<file path="config.mk">
export PLATFORM = sky130hd
export DESIGN_NAME = pe2_writeback
export DESIGN_NICKNAME = d
export VERILOG_FILES = /design/src/rtl/pe2_writeback.sv
export SDC_FILE = /design/constraint.sdc
export NUM_CORES = 1
export LEC_CHECK = 0
export CORE_MARGIN = 2
export CORE_UTILIZATION = 44
export CTS_CLUSTER_SIZE = 28
export DETAILED_ROUTE_END_ITERATION = 8
export PLACE_DENSITY = 0.64
export SKIP_CTS_REPAIR_TIMING = 1
export SYNTH_ARGS = -nofsm -noshare
export SYNTH_HDL_FRONTEND = slang
export SYNTH_SLANG_ARGS = --single-unit
</file>
<file path="constraint.sdc">
create_clock -name clk -period 3.6 [get_ports clk]
set_input_delay 0.72 -clock clk [delete_from_list [all_inputs] [get_ports clk]]
set_output_delay 0.72 -clock clk [all_outputs]
set_load 0.01 [all_outputs]
</file>
<file path="src/rtl/pe2_writeback.sv">
// pe2_writeback
//   Downstream companion of the PE2 butterfly. Each operand pair's RAM addresses
//   travel through a tag delay line matched to the PE2 latency, so when the
//   butterfly result appears it is re-joined with the addresses it belongs to.
//   Aligned results are queued in a small FIFO that feeds the coefficient-RAM
//   write port through a valid/ready handshake. PE2 cannot stall, so the FIFO
//   absorbs write-port backpressure; a result arriving at a full FIFO with no
//   pop is dropped and flagged. Completed handshakes are counted per NTT stage.
//
// Ports
//   clk, rst            rising-edge clock, asynchronous active-low reset
//   stage_start         one-cycle pulse that opens a stage (honoured in IDLE only)
//   in_valid            u/v presented to PE2 this cycle (accepted in ACTIVE only)
//   in_addr_u/v         RAM addresses of the u and v operands
//   bf_lower/bf_upper   PE2 sum / difference outputs
//   wr_valid/wr_ready   write-port handshake; wr_valid = FIFO not empty
//   wr_addr_sum/diff    head addresses (u address for sum, v address for diff)
//   wr_data_sum/diff    head data (bf_lower sample, bf_upper sample)
//   fifo_level          current FIFO occupancy
//   stage_done          one-cycle pulse after the last pair of a stage is written
//   overflow            sticky drop indicator, cleared only by reset
module pe2_writeback #(
  parameter int data_width  = 12,
  parameter int addr_width  = 7,
  parameter int PE_LAT      = 4,
  parameter int FIFO_DEPTH  = 4,
  parameter int BLOCK_PAIRS = 128
) (
  input  logic                          clk,
  input  logic                          rst,
  input  logic                          stage_start,
  input  logic                          in_valid,
  input  logic [addr_width-1:0]         in_addr_u,
  input  logic [addr_width-1:0]         in_addr_v,
  input  logic [data_width-1:0]         bf_lower,
  input  logic [data_width-1:0]         bf_upper,
  output logic                          wr_valid,
  input  logic                          wr_ready,
  output logic [addr_width-1:0]         wr_addr_sum,
  output logic [data_width-1:0]         wr_data_sum,
  output logic [addr_width-1:0]         wr_addr_diff,
  output logic [data_width-1:0]         wr_data_diff,
  output logic [$clog2(FIFO_DEPTH):0]   fifo_level,
  output logic                          stage_done,
  output logic                          overflow
);

  localparam int PTR_W = $clog2(FIFO_DEPTH);
  localparam int LVL_W = PTR_W + 1;
  localparam int CNT_W = $clog2(BLOCK_PAIRS + 1);

  typedef enum logic [1:0] {IDLE = 2'd0, ACTIVE = 2'd1, DONE = 2'd2} state_t;

  typedef struct packed {
    logic                  vld;
    logic [addr_width-1:0] u;
    logic [addr_width-1:0] v;
  } tag_t;

  typedef struct packed {
    logic [addr_width-1:0] u;
    logic [addr_width-1:0] v;
    logic [data_width-1:0] lo;
    logic [data_width-1:0] up;
  } entry_t;

  state_t                  state_q, state_d;
  logic [CNT_W-1:0]        pair_cnt_q, pair_cnt_d;
  tag_t [PE_LAT-1:0]       tag_q, tag_d;
  entry_t [FIFO_DEPTH-1:0] mem_q, mem_d;
  entry_t                  head_q, head_d;
  logic [PTR_W-1:0]        rd_ptr_q, rd_ptr_d;
  logic [PTR_W-1:0]        wr_ptr_q, wr_ptr_d;
  logic [LVL_W-1:0]        count_q, count_d;
  logic                    ovf_q, ovf_d;

  logic                    push_s;
  logic                    pop_s;
  logic                    full_s;
  logic                    do_push_s;
  entry_t                  new_entry_s;

  // Tag delay line: a tag entered on one edge sits at the last stage exactly
  // when PE2 presents the matching result.
  always_comb begin
    tag_d    = tag_q;
    tag_d[0] = {in_valid && (state_q == ACTIVE), in_addr_u, in_addr_v};
    for (int i = 1; i < PE_LAT; i++) begin
      tag_d[i] = tag_q[i-1];
    end
  end

  // Result FIFO: push from the tag pipe output, pop on write-port handshake.
  always_comb begin
    push_s      = tag_q[PE_LAT-1].vld;
    new_entry_s = {tag_q[PE_LAT-1].u, tag_q[PE_LAT-1].v, bf_lower, bf_upper};
    full_s      = (count_q == LVL_W'(FIFO_DEPTH));
    pop_s       = (count_q != {LVL_W{1'b0}}) && wr_ready;
    // A full FIFO still accepts a push when the head leaves in the same cycle.
    do_push_s   = push_s && (!full_s || pop_s);
    mem_d       = mem_q;

    if (do_push_s) begin
      mem_d[wr_ptr_q] = new_entry_s;
      wr_ptr_d        = wr_ptr_q + PTR_W'(1);
    end else begin
      wr_ptr_d        = wr_ptr_q;
    end

    if (pop_s) begin
      rd_ptr_d = rd_ptr_q + PTR_W'(1);
    end else begin
      rd_ptr_d = rd_ptr_q;
    end

    case ({do_push_s, pop_s})
      2'b10:   count_d = count_q + LVL_W'(1);
      2'b01:   count_d = count_q - LVL_W'(1);
      default: count_d = count_q;
    endcase

    if (push_s && full_s && !pop_s) begin
      ovf_d = 1'b1;
    end else begin
      ovf_d = ovf_q;
    end

    // Head register: holds the last head while empty; otherwise the entry at
    // the new read pointer, which is the incoming one if it lands there now.
    if (count_d == {LVL_W{1'b0}}) begin
      head_d = head_q;
    end else if (do_push_s && (wr_ptr_q == rd_ptr_d)) begin
      head_d = new_entry_s;
    end else begin
      head_d = mem_q[rd_ptr_d];
    end
  end

  // Stage FSM and pair counter; only handshakes while ACTIVE are counted.
  always_comb begin
    state_d    = state_q;
    pair_cnt_d = pair_cnt_q;
    case (state_q)
      IDLE: begin
        if (stage_start) begin
          state_d    = ACTIVE;
          pair_cnt_d = {CNT_W{1'b0}};
        end else begin
          state_d    = IDLE;
        end
      end
      ACTIVE: begin
        if (pop_s && (pair_cnt_q == CNT_W'(BLOCK_PAIRS - 1))) begin
          state_d    = DONE;
          pair_cnt_d = {CNT_W{1'b0}};
        end else if (pop_s) begin
          pair_cnt_d = pair_cnt_q + CNT_W'(1);
        end else begin
          pair_cnt_d = pair_cnt_q;
        end
      end
      DONE: begin
        state_d = IDLE;
      end
      default: begin
        state_d    = IDLE;
        pair_cnt_d = {CNT_W{1'b0}};
      end
    endcase
  end

  // State registers.
  always_ff @(posedge clk or negedge rst) begin
    if (!rst) begin
      state_q    <= IDLE;
      pair_cnt_q <= {CNT_W{1'b0}};
      tag_q      <= '0;
      mem_q      <= '0;
      head_q     <= '0;
      rd_ptr_q   <= {PTR_W{1'b0}};
      wr_ptr_q   <= {PTR_W{1'b0}};
      count_q    <= {LVL_W{1'b0}};
      ovf_q      <= 1'b0;
    end else begin
      state_q    <= state_d;
      pair_cnt_q <= pair_cnt_d;
      tag_q      <= tag_d;
      mem_q      <= mem_d;
      head_q     <= head_d;
      rd_ptr_q   <= rd_ptr_d;
      wr_ptr_q   <= wr_ptr_d;
      count_q    <= count_d;
      ovf_q      <= ovf_d;
    end
  end

  assign wr_valid     = (count_q != {LVL_W{1'b0}});
  assign fifo_level   = count_q;
  assign overflow     = ovf_q;
  assign stage_done   = (state_q == DONE);
  assign wr_addr_sum  = head_q.u;
  assign wr_data_sum  = head_q.lo;
  assign wr_addr_diff = head_q.v;
  assign wr_data_diff = head_q.up;

endmodule

</file>
### After elaboration in Yosys (flattened, before gate mapping)

Index checks and enable logic that the tools add are counted.
Widths: inputs -> output; s select.

| word-level totals | value |
|---|---|
| bits in registers | 268 |
| output and inout port bits | 44 |
| logic and storage cells | 87 |
| bits of input ports | 43 |

| operators by class | value |
|---|---|
| mux-type cells | 15 |
| order comparisons | 3 |
| eq/ne operators | 10 |
| reductions and logical operators | 15 |
| add/sub/neg operators | 5 |
| bitwise logic cells | 1 |

Operators by type and width:

| kind | number |
|---|---|
| $bwmux 152 | 1 |
| $mux 38 | 3 |
| $bmux 38 s2 | 1 |
| $demux 38 s2 | 1 |
| $mux 8 | 3 |
| $pmux 8 s3 | 1 |
| $add 8x1->8 const B | 1 |
| $eq 8x7->1 const B | 1 |
| $logic_and 1x1->1 | 8 |
| $lt 2x3->1 const B | 2 |
| $pmux 3 s2 | 1 |
| $add 2x1->2 const B | 2 |
| $eq 2x1->1 const B | 2 |
| $eq 2x2->1 const B | 2 |
| $mux 2 | 2 |
| $pmux 2 s2 | 1 |
| $add 3x1->3 const B | 1 |
| $eq 3x3->1 const B | 1 |
| $logic_not 3->1 | 1 |
| $ne 3x2->1 const B | 1 |
| $reduce_and 3->1 | 1 |
| $reduce_bool 3->1 | 1 |
| $sub 3x1->3 const B | 1 |
| $eq 2x2->1 | 1 |
| 8 further kinds | 9 |

### Logic depth before layout (Yosys ltp)

Gate-level depths: netlist (run 1).

| depth | value |
|---|---|
| depth after elaboration | 7 |
| depth in mapped cells | 12 |
| depth with buffers taken out | 8 |

### Least setup slack after synthesis (run 1)

Ideal clock, no wire load.

| timing path | value |
|---|---|
| kind | input-to-reg |
| start | input wr_ready |
| end | register head_q, in the netlist wr_addr_diff[0] |
| path buffers | 4 |
| stages on the path | 12 |
| arrival | 3.100 ns |
| setup slack | 0.423 ns |
| library setup time | 0.077 ns |
| required time | 3.523 ns |
| cells stage by stage | buf_2 -> o31a_1 -> buf_6 -> nand2b_1 -> fa_1 -> inv_1 -> mux2_2 -> o21ai_0 -> buf_2 -> buf_1 -> a21oi_2 -> a21oi_1 |

| between the ends | value |
|---|---|
| longest elaborated chain between the ends | 6 |
| elaborated cells on any way between the ends | 13 |
| those cells by class | eq/ne (3); mux (5); reduce/logical (5) |

RTL lines:

| element | line | RTL |
|---|---|---|
| from (decl) | 38 | `input logic wr_ready,` |
| $logic_and 1x1->1 * | 98 | `pop_s = (count_q != {LVL_W{1'b0}}) && wr_ready;` |
| $logic_or 1x1->1 | 100 | `do_push_s = push_s && (!full_s \|\| pop_s);` |
| $logic_and 1x1->1 | 100 |  |
| $eq 2x1->1 / $eq 2x2->1 (equally long branches) | 116 | `case ({do_push_s, pop_s})` |
| $pmux 3 s2 | 116 |  |
| $logic_not 3->1 | 130 | `if (count_d == {LVL_W{1'b0}}) begin` |
| to (signal assigned) | 179 | `head_q <= '0;` |
| to (signal assigned) | 189 | `head_q <= head_d;` |
| to (decl) | 71 | `entry_t head_q, head_d;` |

Every way passes the cells marked *; elsewhere a longest branch is shown, timed or not. The select of a mux whose other input is x is not followed.
A chain may end at the register's enable or synchronous reset.

### Worst setup path after layout (run 1)

| timing path | value |
|---|---|
| start | input wr_ready |
| end | register head_q, in the netlist wr_data_sum[10] |

Same word-level chain as after synthesis.

==> impl_metrics.tcl, run 1 <==
set metrics [dict create \
    path_cells "clkdlybuf4s50_1, o31a_2, nand2b_1, fa_1, xnor2_1, a41oi_1, o21a_2, nor2_1, a21oi_1" \
    synthCells 979 \
    syn_area_per_cell_um2 12.2 \
    max_stage_delay_ps 880 \
    cts.path.max_buffers 3 \
    reg2reg_slack_ps 620 \
    crit_family "compound AO/OA/AOI/OAI gates" \
    fin_worst_skew_ps 18.6 \
    antenna_found_initial 0 \
    period_minus_slack_ps 3000 \
    area_growth_syn_to_layout_pct 17.6 \
    layout_common_cells "dfrtp_1, mux2_2, clkdlybuf4s50_1" \
    path_clk_slew_ps 60 \
    fp-row-count 60 \
    start_util_pct 44.6 \
    clkLatencyLatePin_ps 550 \
    slowest_stage "o21a_2" \
    peakVddDrop_mv 0.578 \
    tns_ps 0 \
    via_per_inst 5.58 \
    dieWidth_um 169 \
    avgRoutedWirePerCell_um 18.4 \
    antenna_left 0 \
    mostFrequentLayoutCell "dfrtp_1" \
    vias 7826 \
    num-nets-final 1091 \
    cap_viol_max_count 0 \
    grt_max_degree 154 \
    whs_ps 242 \
    powerDensity_nw_per_um2 968 \
    coreArea_um2 26800 \
    fin_crit_sh_pct 83.4 \
    final_max_slew_viol_count 0 \
    grt_overflow 0 \
    setup-violations-final 0 \
    hpwl_mm 14.7 \
    synth_top_area_share_pct 56.1 \
    status "complete, no violations" \
    crit_path_end_kind "flip-flop" \
    grt_pass1_vias 7977 \
    ys.flop_type "dfrtp_1" \
    synth.largest_area_cell "dfrtp_1" \
    post-route-util_pct 52.5 \
    syn_area_um2 12000 \
    cts_max_level 1 \
    io_pins 87 \
    rsz0062_at_grt "false" \
    maxSlewHeadroom_pct 30.8 \
    cp_num_buf_inv 1 \
    route.detailed.drc 0 \
    worst-setup-path-type "primary input to flip-flop" \
    synthArstFlopShare_pct 100 \
    cts_tree "done" \
    final_layout_size_suffix_gt1_share_pct 24.1 \
    root_buffer "clkbuf_16" \
    hold_viol 0 \
    max_clock_freq_ghz 0.333 \
    startpoint_type "primary input" \
    syn_nets 1028 \
    port_buffers 86 \
    ys_types 39 \
    die_y_um 169 \
    clock-sinks 268 \
    yosys_register_bits 268 \
    leakage_nw 6.01 \
    hold_path.class "primary input to asynchronous set/reset pin" \
    worst_pin_slew_ps 1040 \
    synth_edf_count 0 \
    antenna_cells 0 \
    cts_inserted_buffers 28 \
    drt-initial-drc-count 392 \
    cp.required_ps 4060 \
    synth_area_leaders "dfrtp_1, mux2_2, mux2i_1" \
    dieArea_um2 28500 \
    grt_pass1_wl_mm 42.2 \
    wirelength_mm 25.8 \
    gp_congestion 0.737 \
    synth_seq_area_share_pct 56.1 \
    crit_arrival_ps 3460 \
    critPathMaxFanout 38 \
    track_usage_pct 18.3 \
    yosys_warnings 0 \
    drt-pass1-iter-count 4 \
]
-- state kept, by name, indices dropped and copies added (netlist names) --
| register | flops |
|---|---|
| new_entry_s | 14 |
| pair_cnt_q | 8 |
| wr_addr_sum | 7 |
| tag_d | 45 |
| wr_data_diff | 12 |
| wr_data_sum | 12 |
| overflow | 1 |
| wr_ptr_q | 2 |
| push_s | 1 |
| mem_q | 152 |
| state_q | 2 |
| wr_addr_diff | 7 |
| rd_ptr_q | 2 |
| fifo_level | 3 |
-- synth_stat cells, types with 5 or more instances --
| cell type | count |
|---|---|
| a21oi_1 | 58 |
| ha_1 | 5 |
| clkbuf_1 | 37 |
| nor2_1 | 47 |
| a31oi_1 | 40 |
| a2111oi_0 | 38 |
| buf_4 | 6 |
| nor2b_1 | 42 |
| nand3_1 | 41 |
| dfrtp_1 | 268 |
| nand2_1 | 54 |
| mux2i_1 | 77 |
| xnor2_1 | 10 |
| o21ai_0 | 8 |
| a21oi_2 | 20 |
| buf_2 | 25 |
| inv_1 | 12 |
| mux2_2 | 154 |
-- cell type report --
cell class | count | area [µm²]
Fill cell | 2305 | 12700
Sequential cell | 268 | 6710
Multi-Input combinational cell | 623 | 4880
Timing Repair Buffer | 109 | 1130
Clock buffer | 41 | 820
Tap cell | 341 | 427
Clock inverter | 8 | 53.8
Inverter | 12 | 45.0
-- layer usage --
| layer | vias to the layer above | track usage, % | routed length (µm) |
|---|---|---|---|
| li1 | 3648 | - | - |
| met1 | 3989 | 25.8 | 12300 |
| met2 | 135 | 29.9 | 12000 |
| met3 | 54 | 2.41 | 744 |
| met4 | 0 | 5.13 | 701 |
| met5 | - | 0 | 0 |
-- worst reg2reg max path: stages, from the launching register on --
cell and delay (ps):
dfrtp_1 570, o31a_2 200, nand2b_1 80, fa_1 460
xnor2_1 170, a41oi_1 290, o21a_2 880, nor2_1 90
a21oi_1 160
-- power breakdown --
part	internal (mW)	switching, mW
combinational	2.88	2.90
sequential	4.29	0.824
clock	1.57	1.15
total	8.74	4.88
-- final timing paths --
| kind | to | startpoint | depth (start not counted) |
|---|---|---|---|
| max | wr_data_sum[10] | wr_ready | 9 |
| min | tag_d[20] | rst | 1 |
| max reg2reg | wr_data_sum[10] | fifo_level[2] | 8 |
| min reg2reg | tag_d[49] | tag_d[34] | 0 |
| max in group asynchronous | new_entry_s[33] | rst | 2 |
| min in group clk | tag_d[49] | tag_d[34] | 0 |
-- cell families after synthesis --
family	synth area share, %
compound gates	9.99
xor+xnor	0.806
fa+ha+maj	0.691
buf+inv	3.46
flops	56.1
mux	21.0
simple gates	8.00
-- through the flow --
step / setup slack (ps) / power (mW) / area, µm² / instances
2_1_floorplan: 423 / 9.15 / 12000 / 979
3_3_place_gp: 135 / 10.7 / 13200 / 1353
3_5_place_dp: 32.6 / 11.0 / 13200 / 1353
4_1_cts: 572 / 13.8 / 14100 / 1402
5_1_grt: 359 / 14.6 / 14100 / 1402
6_report: 597 / 13.6 / 14100 / 1402
No activity file was read; power rests on OpenSTA's default activity.
==> run 2: changes to the inputs <==
Settings changed: PLACE_DENSITY 0.64 to 0.66.
Clock period 3.6 ns to 2.6 ns, I/O delays scaled along.
==> impl_metrics.tcl, run 2 (synthesis results as in run 1) <==
set metrics [dict create \
    dpl-instance-area_um2 13600 \
    grt_pass1_vias 8182 \
    final_layout_size_suffix_gt1_share_pct 26.2 \
    worst-setup-path-type "flip-flop to output port" \
    max_clock_freq_ghz 0.408 \
    antenna_left 0 \
    cts_tree "done" \
    cts.path.max_buffers 3 \
    io_pins 87 \
    leakage_nw 6.26 \
    r2r_cells 7 \
    layout_common_cells "dfrtp_1, mux2_2, clkdlybuf4s50_1" \
    hold_path.class "primary input to asynchronous set/reset pin" \
    fin_worst_skew_ps 10.7 \
    crit_arrival_ps 1930 \
    clock-sinks 268 \
    violations "negative hold slack" \
    coreArea_um2 26800 \
    drt-initial-drc-count 544 \
    via_per_inst 5.51 \
    regMostFlops "mem_q" \
    maxSlewHeadroom_pct 34.9 \
    dieArea_um2 28500 \
    grt_max_degree 154 \
    path_clk_slew_ps 60 \
    antenna_cells 0 \
    dieWidth_um 169 \
    final_max_slew_viol_count 0 \
    route.detailed.drc 0 \
    final_cell_area_um2 14600 \
    setup-violations-final 0 \
    cts_max_level 1 \
    vias 7912 \
    mostFrequentLayoutCell "dfrtp_1" \
    fillCellCount 2244 \
    hold_viol 37 \
    critPathMaxFanout 9 \
    worst_pin_slew_ps 976 \
    hpwl_mm 16.1 \
    tns_ps 0 \
    start_util_pct 44.6 \
    track_usage_pct 18.9 \
    grt_pass1_wl_mm 43.3 \
    status "finished, violations left" \
    fp-row-count 60 \
    gp_congestion 0.783 \
    whs_ps -35.2 \
    cp.required_ps 2080 \
    rsz0062_at_grt "false" \
    crit_path_start "fifo_level[1]" \
    clkLatencyLatePin_ps 540 \
    die_y_um 169 \
    num-nets-final 1122 \
    drt-pass1-iter-count 5 \
    antenna_found_initial 0 \
    period_minus_slack_ps 2450 \
    cts_inserted_buffers 30 \
    cap_viol_max_count 0 \
    grt_overflow 0 \
    wirelength_mm 26.2 \
    peakVddDrop_mv 0.701 \
    root_buffer "clkbuf_16" \
    area_growth_syn_to_layout_pct 21.8 \
    port_buffers 86 \
    avgRoutedWirePerCell_um 18.2 \
    r2r_start "fifo_level[1]" \
    largest_reg_flops 152 \
    crit_path_end_kind "output port" \
    startpoint_type "flip-flop" \
    fin_crit_sh_pct 94.3 \
    powerDensity_nw_per_um2 1350 \
]
run 2: changes by cell type in the layout (fill, tap and decap cells not counted), sizes merged:
cell | previous run | this run
buf | 24 | 53
bufinv | 0 | 1
clkbuf | 41 | 51
clkinv | 7 | 3
clkinvlp | 1 | 0
run 2: worst paths after layout:
check | endpoint | slack, ps
worst max-delay path | wr_valid | 150
worst min-delay path | pair_cnt_q[1] | -40
worst max register to register | wr_data_diff[9] | 260
worst min register to register | tag_d[58] | 340
max in group asynchronous | wr_data_diff[5] | 1880
min in group clk | tag_d[58] | 340
run 2: critical path, cell delays in order (launching register included):
cell and delay (ps):
dfrtp_1 380, buf_4 170, or3_1 360, clkdlybuf4s50_1 480
run 2: layer usage:
layer / up-vias / GRT usage [%] / part of all wire (%)
li1: 3713 / - / -
met1: 4019 / 26.4 / 47
met2: 150 / 31.2 / 48
met3: 30 / 2.92 / 3.8
met4: 0 / 4.20 / 1.7
met5: - / 0 / 0
run 2: where the power goes:
| group | switching, mW | internal (mW) |
|---|---|---|
| Clock | 1.59 | 2.53 |
| Sequential | 1.11 | 5.95 |
| Combinational | 4.07 | 4.34 |
| Total | 6.77 | 12.8 |
run 2: area by class of cell:
cell class	count	area [µm²]	area share [%]
Multi-Input combinational cell	623	4880	33.5
Timing Repair Buffer	138	1510	10.3
Inverter	12	45.0	0.309
Tap cell	341	427	2.93
Sequential cell	268	6710	46.1
Clock inverter	4	45.0	0.309
Clock buffer	51	941	6.46
run 2: metrics by stage:
step	hold WS, ps	utilization [%]	setup WS [ps]	cells	total power, mW
finish	-35.2	54.3	148	1437	19.6
global route	4.70	54.3	82.8	1437	21.0
CTS	-21.1	54.3	116	1437	19.8
detailed placement	335	50.6	-261	1382	15.6
global placement	332	50.6	-211	1382	15.3
floorplan	224	-	-22.0	979	12.7
